--- src/rtl/exe_stage_pkg.sv ---
// Shared widths, ALU opcodes, bus payload layouts and divider states for the execute stage.
package exe_stage_pkg;

  localparam int unsigned DATA_W            = 32;
  localparam int unsigned RF_ADDR_W         = 5;
  localparam int unsigned SHAMT_W           = 5;
  localparam int unsigned DIV_CNT_W         = 5;
  localparam int unsigned ID_TO_EXE_BUS_WD  = 142;
  localparam int unsigned EXE_TO_MEM_BUS_WD = 73;

  typedef enum logic [3:0] {
    ALU_ADD  = 4'd0,  ALU_SUB  = 4'd1,  ALU_SLT  = 4'd2,  ALU_SLTU = 4'd3,
    ALU_AND  = 4'd4,  ALU_OR   = 4'd5,  ALU_XOR  = 4'd6,  ALU_NOR  = 4'd7,
    ALU_SLL  = 4'd8,  ALU_SRL  = 4'd9,  ALU_SRA  = 4'd10, ALU_LUI  = 4'd11,
    ALU_DIV  = 4'd12, ALU_DIVU = 4'd13, ALU_MOD  = 4'd14, ALU_MODU = 4'd15
  } alu_op_e;

  typedef enum logic [1:0] {
    DIV_IDLE = 2'd0,
    DIV_RUN  = 2'd1,
    DIV_DONE = 2'd2
  } div_state_e;

  typedef struct packed {
    logic [DATA_W-1:0]    pc_plus_4;
    logic [DATA_W-1:0]    src1;
    logic [DATA_W-1:0]    src2;
    alu_op_e              alu_op;
    logic                 mem_en;
    logic                 mem_we;
    logic [DATA_W-1:0]    store_data;
    logic [RF_ADDR_W-1:0] rf_w_addr;
    logic [1:0]           sel_rf_w_data;
    logic                 sel_rf_w_en;
  } id_to_exe_t;

  typedef struct packed {
    logic [DATA_W-1:0]    pc_plus_4;
    logic [DATA_W-1:0]    alu_res;
    logic                 rsvd;
    logic [RF_ADDR_W-1:0] rf_w_addr;
    logic [1:0]           sel_rf_w_data;
    logic                 sel_rf_w_en;
  } exe_to_mem_t;

  // Single-cycle ALU; divide opcodes yield 0 here and are overridden by the divider when present.
  function automatic logic [DATA_W-1:0] alu_simple(input alu_op_e op,
                                                   input logic [DATA_W-1:0] a,
                                                   input logic [DATA_W-1:0] b);
    logic [SHAMT_W-1:0] sh;
    logic [DATA_W-1:0]  r;
    sh = b[SHAMT_W-1:0];
    r  = '0;
    case (op)
      ALU_ADD:  r = a + b;
      ALU_SUB:  r = a - b;
      ALU_SLT:  r = DATA_W'($signed(a) < $signed(b));
      ALU_SLTU: r = DATA_W'(a < b);
      ALU_AND:  r = a & b;
      ALU_OR:   r = a | b;
      ALU_XOR:  r = a ^ b;
      ALU_NOR:  r = ~(a | b);
      ALU_SLL:  r = a << sh;
      ALU_SRL:  r = a >> sh;
      ALU_SRA:  r = DATA_W'($signed(a) >>> sh);
      ALU_LUI:  r = b;
      default:  r = '0;
    endcase
    return r;
  endfunction

endpackage

--- src/rtl/exe_stage_div_iter.sv ---
// Radix-2 restoring divider with sign fixup; present only when EXE_DIV_EN is defined.
// Runs 32 steps after start, then holds the result in DONE until ack.
`ifdef EXE_DIV_EN
module div_iter
  import exe_stage_pkg::*;
(
  input  logic              clk,
  input  logic              rst_n,
  input  logic              start,
  input  logic              is_signed,
  input  logic [DATA_W-1:0] dividend,
  input  logic [DATA_W-1:0] divisor,
  input  logic              ack,
  output logic              done_c,
  output logic [DATA_W-1:0] quot_c,
  output logic [DATA_W-1:0] rem_c
);

  div_state_e            state_q, state_d;
  logic [2*DATA_W-1:0]   pr_q, pr_d;
  logic [DATA_W-1:0]     dvsr_q, dvsr_d;
  logic [DIV_CNT_W-1:0]  cnt_q, cnt_d;
  logic                  q_neg_q, q_neg_d;
  logic                  r_neg_q, r_neg_d;
  logic                  div0_q, div0_d;
  logic [DATA_W:0]       diff;
  logic [DATA_W-1:0]     abs_a, abs_b;

  always_comb begin
    state_d = state_q;
    pr_d    = pr_q;
    dvsr_d  = dvsr_q;
    cnt_d   = cnt_q;
    q_neg_d = q_neg_q;
    r_neg_d = r_neg_q;
    div0_d  = div0_q;
    abs_a   = (is_signed && dividend[DATA_W-1]) ? -dividend : dividend;
    abs_b   = (is_signed && divisor[DATA_W-1])  ? -divisor  : divisor;
    // Shifted partial remainder minus divisor; no borrow means the quotient bit is 1.
    diff    = pr_q[2*DATA_W-1:DATA_W-1] - {1'b0, dvsr_q};
    case (state_q)
      DIV_IDLE: begin
        if (start) begin
          state_d = DIV_RUN;
          pr_d    = {{DATA_W{1'b0}}, abs_a};
          dvsr_d  = abs_b;
          cnt_d   = '0;
          q_neg_d = is_signed & (dividend[DATA_W-1] ^ divisor[DATA_W-1]);
          r_neg_d = is_signed & dividend[DATA_W-1];
          div0_d  = (divisor == '0);
        end
      end
      DIV_RUN: begin
        pr_d  = {(diff[DATA_W] ? pr_q[2*DATA_W-2:DATA_W-1] : diff[DATA_W-1:0]),
                 pr_q[DATA_W-2:0], ~diff[DATA_W]};
        cnt_d = cnt_q + DIV_CNT_W'(1);
        if (cnt_q == DIV_CNT_W'(DATA_W - 1)) state_d = DIV_DONE;
      end
      DIV_DONE: begin
        if (ack) state_d = DIV_IDLE;
      end
      default: state_d = DIV_IDLE;
    endcase
  end

  always_comb begin
    done_c = (state_q == DIV_DONE);
    rem_c  = r_neg_q ? -pr_q[2*DATA_W-1:DATA_W] : pr_q[2*DATA_W-1:DATA_W];
    if (div0_q)       quot_c = '1;
    else if (q_neg_q) quot_c = -pr_q[DATA_W-1:0];
    else              quot_c = pr_q[DATA_W-1:0];
  end

  always_ff @(posedge clk or negedge rst_n) begin
    if (!rst_n) begin
      state_q <= DIV_IDLE;
      pr_q    <= '0;
      dvsr_q  <= '0;
      cnt_q   <= '0;
      q_neg_q <= 1'b0;
      r_neg_q <= 1'b0;
      div0_q  <= 1'b0;
    end else begin
      state_q <= state_d;
      pr_q    <= pr_d;
      dvsr_q  <= dvsr_d;
      cnt_q   <= cnt_d;
      q_neg_q <= q_neg_d;
      r_neg_q <= r_neg_d;
      div0_q  <= div0_d;
    end
  end

endmodule
`endif

--- src/rtl/exe_stage.sv ---
// Execute stage: latches the ID payload, computes the ALU result and hands off to MEM with the RAM request.
// Define EXE_DIV_EN to build the iterative divider for ops 12-15; otherwise those ops return 0 in one cycle.
module exe_stage
  import exe_stage_pkg::*;
(
  input  logic                         clk,
  input  logic                         reset,
  input  logic [ID_TO_EXE_BUS_WD-1:0]  ID_to_EXE_bus,
  input  logic                         ID_to_EXE_valid,
  output logic                         EXE_allow_in,
  input  logic                         MEM_allow_in,
  output logic                         EXE_to_MEM_valid,
  output logic [EXE_TO_MEM_BUS_WD-1:0] EXE_to_MEM_bus,
  output logic                         data_ram_en,
  output logic [3:0]                   data_ram_we,
  output logic [DATA_W-1:0]            data_ram_addr,
  output logic [DATA_W-1:0]            data_ram_w_data
);

  logic              exe_valid_q, exe_valid_d;
  id_to_exe_t        pl_q, pl_d;
  logic              exe_ready_go;
  logic              handoff;
  logic [DATA_W-1:0] alu_res;
  exe_to_mem_t       out_bus;

`ifdef EXE_DIV_EN
  logic              is_div, div_start, div_signed, div_done;
  logic [DATA_W-1:0] div_quot, div_rem;

  always_comb begin
    is_div     = pl_q.alu_op inside {ALU_DIV, ALU_DIVU, ALU_MOD, ALU_MODU};
    div_signed = pl_q.alu_op inside {ALU_DIV, ALU_MOD};
    div_start  = exe_valid_q & is_div;
  end

  div_iter u_div_iter (
    .clk       (clk),
    .rst_n     (reset),
    .start     (div_start),
    .is_signed (div_signed),
    .dividend  (pl_q.src1),
    .divisor   (pl_q.src2),
    .ack       (handoff),
    .done_c    (div_done),
    .quot_c    (div_quot),
    .rem_c     (div_rem)
  );

  always_comb begin
    exe_ready_go = ~is_div | div_done;
    if (!is_div)                                    alu_res = alu_simple(pl_q.alu_op, pl_q.src1, pl_q.src2);
    else if (pl_q.alu_op inside {ALU_DIV, ALU_DIVU}) alu_res = div_quot;
    else                                            alu_res = div_rem;
  end
`else
  always_comb begin
    exe_ready_go = 1'b1;
    alu_res      = alu_simple(pl_q.alu_op, pl_q.src1, pl_q.src2);
  end
`endif

  // Valid/allow-in handshake; payload only loads on an accepted transfer.
  always_comb begin
    EXE_allow_in     = ~exe_valid_q | (exe_ready_go & MEM_allow_in);
    EXE_to_MEM_valid = exe_valid_q & exe_ready_go;
    handoff          = EXE_to_MEM_valid & MEM_allow_in;
    exe_valid_d      = EXE_allow_in ? ID_to_EXE_valid : exe_valid_q;
    pl_d             = (ID_to_EXE_valid & EXE_allow_in) ? id_to_exe_t'(ID_to_EXE_bus) : pl_q;
  end

  always_comb begin
    out_bus.pc_plus_4     = pl_q.pc_plus_4;
    out_bus.alu_res       = alu_res;
    out_bus.rsvd          = 1'b0;
    out_bus.rf_w_addr     = pl_q.rf_w_addr;
    out_bus.sel_rf_w_data = pl_q.sel_rf_w_data;
    out_bus.sel_rf_w_en   = pl_q.sel_rf_w_en;
    EXE_to_MEM_bus        = out_bus;
    data_ram_en           = pl_q.mem_en & handoff;
    data_ram_we           = {4{pl_q.mem_en & pl_q.mem_we & handoff}};
    data_ram_addr         = alu_res;
    data_ram_w_data       = pl_q.store_data;
  end

  always_ff @(posedge clk or negedge reset) begin
    if (!reset) begin
      exe_valid_q <= 1'b0;
      pl_q        <= '0;
    end else begin
      exe_valid_q <= exe_valid_d;
      pl_q        <= pl_d;
    end
  end

endmodule
--- config.mk ---
export PLATFORM = sky130hd
export DESIGN_NAME = exe_stage
export DESIGN_NICKNAME = d
export VERILOG_FILES = /design/src/rtl/exe_stage_pkg.sv /design/src/rtl/exe_stage_div_iter.sv /design/src/rtl/exe_stage.sv
export SDC_FILE = /design/constraint.sdc
export NUM_CORES = 1
export LEC_CHECK = 0
export CAP_MARGIN = 20
export CORE_AREA = 2 2 170 205
export CTS_BUF_LIST = sky130_fd_sc_hd__clkbuf_8
export DETAILED_ROUTE_END_ITERATION = 10
export DIE_AREA = 0 0 172 207
export PLACE_DENSITY = 0.7
export SYNTH_ARGS = -nofsm -noshare
export SYNTH_HDL_FRONTEND = slang
export SYNTH_SLANG_ARGS = --single-unit
--- constraint.sdc ---
create_clock -name clk -period 7 [get_ports clk]
set_clock_uncertainty 0.2 [all_clocks]
set_input_delay 1.05 -clock clk [delete_from_list [all_inputs] [get_ports clk]]
set_output_delay 1.05 -clock clk [all_outputs]
set_load 0.05 [all_outputs]
## Word-level counts from Yosys, hierarchy flattened

Index checks and enable logic that the tools add are counted.

- Add/sub/neg operators: 2
- Multiply operators: 0
- Divide/modulo/power cells: 0
- $lt $le $gt $ge: 2
- Eq/ne operators: 11
- Shift-type cells: 3
- Multiplexer cells: 1
- Bitwise logic cells: 11
- Reduce and logical (&&, ||, !) cells: 1

Operators with widths:

| kind | number |
|---|---|
| $pmux 32 s12 | 1 |
| $lt 32x32->1 | 2 |
| $add 32x32->32 | 1 |
| $and 32x32->32 | 1 |
| $not 32->32 | 1 |
| $or 32x32->32 | 1 |
| $shl 32x5->32 | 1 |
| $shr 32x5->32 | 1 |
| $sshr 32x5->32 | 1 |
| $sub 32x32->32 | 1 |
| $xor 32x32->32 | 1 |
| $eq 4x3->1 const B | 4 |
| $eq 4x4->1 const B | 4 |
| $eq 4x2->1 const B | 2 |
| $and 1x1->1 | 5 |
| $eq 4x1->1 const B | 1 |
| $logic_not 4->1 | 1 |
| $not 1->1 | 1 |
| $or 1x1->1 | 1 |

- Register bits after elaboration: 143
- Bits in latches: 0
- Memory bits (writable): 0
- ROM bits: 0
- Input port bits: 146
- Output and inout port bits: 144
- Logic and storage cells: 42
- Memories: 0

## Logic depth before layout (Yosys ltp)

- Depth in word-level cells: 3
- Gate-level depth with buffers: 17
- Gate-level depth less buffers: 13

## Least setup slack after synthesis

Ideal clock, no wire load.

- Path type: register to output
- Start: reg pl_q[48] in the netlist's numbering
- End: out data_ram_addr[28]
- Arrival: 6121 ps
- Data required time: 5750 ps
- Slack: -371 ps
- Stages on the path, launching flop included: 18
- Buffers on the path: 5
- Cells stage by stage: dfrtp_1 > clkbuf_1 > clkinv_1 > buf_1 > clkbuf_1 > clkbuf_1 > ha_1 > nor2_1 > o211ai_1 > a2111oi_1 > o21ai_1 > o211ai_1 > nand2_1 > o41ai_2 > and2_1 > nor2_1 > o41ai_1 > buf_4

- Longest elaborated chain between the ends: 2
- Elaborated cells between the ends (all ways): 6
- Those cells by class: 2 x add/sub; 3 x shift; 1 x mux

RTL lines:

| element | line | text |
|---|---|---|
| start, declared | exe_stage.sv:21 | `id_to_exe_t pl_q, pl_d;` |
| start signal, assigned | exe_stage.sv:92 | `pl_q <= pl_d;` |
| $sub 32x32->32, or another cell as far along | exe_stage_pkg.sv:56 | `ALU_SUB: r = a - b;` |
| $pmux 32 s12 * | exe_stage_pkg.sv:54 | `case (op)` |
| end, declared | exe_stage.sv:16 | `output logic [DATA_W-1:0] data_ram_addr,` |

Mark *: on every way between the ends. The rest lies on a longest branch, timed or not.

## Worst setup path after layout

- Start: reg pl_q[46] in the netlist's numbering
- End: out EXE_to_MEM_bus[37]

- Longest elaborated chain between the ends: 2
- Elaborated cells between the ends (all ways): 6
- Those cells by class: 2 x add/sub; 3 x shift; 1 x mux

RTL lines:

| element | line | text |
|---|---|---|
| $sub 32x32->32, or another cell as far along | exe_stage_pkg.sv:56 |  |
| $pmux 32 s12 * | exe_stage_pkg.sv:54 |  |
| end, declared | exe_stage.sv:13 | `output logic [EXE_TO_MEM_BUS_WD-1:0] EXE_to_MEM_bus,` |

Marked as above.

==> flow_summary.ini <==
[setup_path]
path_class = flop to output pin
max_stage_delay_ps = 660
worstSetupEndpointType = output pin
reg2reg_from = EXE_to_MEM_valid$_DFFE_PN0N_
cp_slowest_cell = dfrtp_4
cp_max_fo = 34
start_kind = flop
crit_required_ps = 5750
critPathLaunch = pl_q[46]$_DFFE_PN0P_
cp_cell_sequence = ha_1 > fa_1 > nor2_1 > o211ai_1 > a2111oi_1 > o21ai_1 > o211ai_1 > nand2_1 > o41ai_2 > and2_1 > nor2_1 > o41ai_2 > buf_12
arrival_ps = 5190

[placement]
portBuffers = 288
place_congestion = 1.08
place_hpwl_mm = 41.1
pre_cts_ws_ps = 1200
placed_cell_area_um2 = 17500

[layout]
mostFrequentLayoutCell = clkdlybuf4s50_1
final_cell_mix = 261 x clkdlybuf4s50_1, 170 x nor2_1, 150 x mux2_2
final_net_count = 2075
fin_area_um2 = 17800
area_growth_pct = 19.4
drive_gt1_frac = 0.164

[cts]
cts_tree = yes
clkSinkCount = 143
cts_resized = 0
cts_setup_buffers = 0
cts_max_path_buffers = 2
h-tree-depth = 4
hold_buffers = 0
clkSlewWorstSetupHoldPaths_ps = 80
cts_buffers = 17
clkLatencyLatePin_ps = 510
cts_root_buf = clkbuf_8

[sta]
holdWs_ps = 308
worst_pin_slew_ps = 1090
period_minus_slack_ps = 6440
fmax_ghz = 0.155
hold_violations = 0
finalMaxSlewViolations = 0
setup_slack_ps = 560
relSlewSlack = 0.275
tns_ps = 0
setup_viol = 0
fin_crit_sh = 0.920
grt_setup_unrepaired = false

[yosys]
synth_edf_count = 0
synth-async-reset-ratio = 1.00
synth_area_um2 = 14900
ys_seq_area_frac = 0.240
ys_types = 76
synth-seq-cells = 143
syn_avg_cell_area_um2 = 8.65
synth_warnings = 0
synthCells = 1723
synthFlopType = dfrtp_1
synth_nets = 1971

[power]
internal_power_mw = 2.57
p_switching_mw = 2.92
p_leak_nw = 7.31
power_density_nw_per_um2 = 309
p_seq_frac = 0.208
power.ir.vdd_worst_mv = 0.211
combPwrFrac = 0.680
swShare = 0.533
power_frac_clock = 0.111

[routing]
vias = 14392
drt-wirelength-per-cell_um = 23.8
ant_nets = 0
drc = 0
dr.pass1.iters = 6
drt_iter0_markers = 1962
wl_mm = 54.7
vias_per_cell = 6.27

[global_routing]
grt_pass1_wl_mm = 84.0
grt_pass1_vias = 14196
use_met2 = 0.492
grtUsageTotal = 0.307
grt_overflow = 0
antenna_found_initial = 1
grt_max_degree = 75
grt_use_met1 = 0.387
grt-busiest-layer = met2
use_met3 = 0.0737

[floorplan]
die-area_um2 = 35600
core-area_um2 = 33700
io_pins = 290
die_y_um = 207
die_x_um = 172
start_util = 0.442
fp-row-count = 74

[min_path]
hp-class = flop to flop
min_from = EXE_to_MEM_bus[56]$_DFFE_PN0P_

[status]
status = finished clean

[flow_run]
drv_cap = 0
## metal layers
layer | routed length [um] | vias to the layer above
met3 | 5420 | 152
met5 | 0 | -
met4 | 2580 | 0
met2 | 25600 | 846
met1 | 21100 | 6973
li1 | - | 6421
## logic make-up (layout without fill, tap and decap cells)
| group | Yosys count | in the layout | synth area share |
|---|---|---|---|
| fa+ha+maj | 102 | 102 | 0.0866 |
| other cells | 1 | 2 | 0.000252 |
| compound gates | 506 | 506 | 0.232 |
| buf+inv | 330 | 446 | 0.111 |
| xor+xnor | 37 | 37 | 0.0217 |
| simple gates | 376 | 376 | 0.113 |
| flops | 143 | 143 | 0.240 |
| mux | 228 | 228 | 0.195 |
## synthesized netlist by cell type (33+ instances only)
cell type / number / area [um2]
a21oi_1: 110 / 551
a22oi_1: 42 / 315
buf_4: 108 / 811
dfrtp_1: 143 / 3580
nor3_1: 33 / 165
ha_1: 100 / 1250
nand2_1: 76 / 285
nor2_1: 171 / 642
mux2i_1: 43 / 430
inv_1: 91 / 342
mux2_2: 150 / 1690
mux4_2: 35 / 788
xnor2_1: 34 / 298
o21ai_0: 102 / 510
clkbuf_1: 97 / 364
## critical path, delay by kind of cell (launching register included)
kind                       cells  cell delay (ps)
DFF                            1              660
AOI/OAI and AO/OA              6             2450
buffers and inverters          1              210
and+or+nand+nor                4              630
adders and majority gates      2              730
## stage by stage
stage	cells	utilization	power (mW)
5_1_grt	2295	0.528	5.78
2_1_floorplan	1723	-	3.79
6_report	2296	0.528	5.49
3_5_place_dp	2264	0.518	4.83
3_3_place_gp	2264	0.518	4.81
4_1_cts	2295	0.528	5.47
## worst paths after layout
path                                                    to  slack [ps]  depth (start not counted)
min                         EXE_to_MEM_bus[56]$_DFFE_PN0P_         310                          1
max                                     EXE_to_MEM_bus[37]         560                         13
min reg2reg                 EXE_to_MEM_bus[56]$_DFFE_PN0P_         310                          1
max reg2reg                           pl_q[50]$_DFFE_PN0P_        4530                          4
max in group asynchronous    EXE_to_MEM_bus[0]$_DFFE_PN0P_        4810                          2
min in group asynchronous  data_ram_w_data[28]$_DFFE_PN0P_         350                          1
## cell type report
| type | count | area (um2) |
|---|---|---|
| Timing Repair Buffer | 322 | 3220 |
| Clock buffer | 18 | 248 |
| Antenna cell | 1 | 2.50 |
| Inverter | 93 | 349 |
| Sequential cell | 143 | 3590 |
| Fill cell | 3199 | 15900 |
| Tap cell | 456 | 571 |
| Clock inverter | 13 | 90.1 |
| Multi-Input combinational cell | 1250 | 9720 |
## flip-flops by register name, indices dropped and copies added (netlist names)
| signal | count |
|---|---|
| EXE_to_MEM_valid | 1 |
| EXE_to_MEM_bus | 40 |
| data_ram_w_data | 32 |
| pl_q | 70 |
## power groups by stage
stage,clock [mW],sequential (mW),combinational (mW)
2_1_floorplan,0,1.06,2.73
3_3_place_gp,0,1.15,3.66
3_5_place_dp,0,1.15,3.68
4_1_cts,0.644,1.14,3.69
5_1_grt,0.669,1.16,3.95
6_report,0.611,1.14,3.73
(Power assumes the default switching activity.)
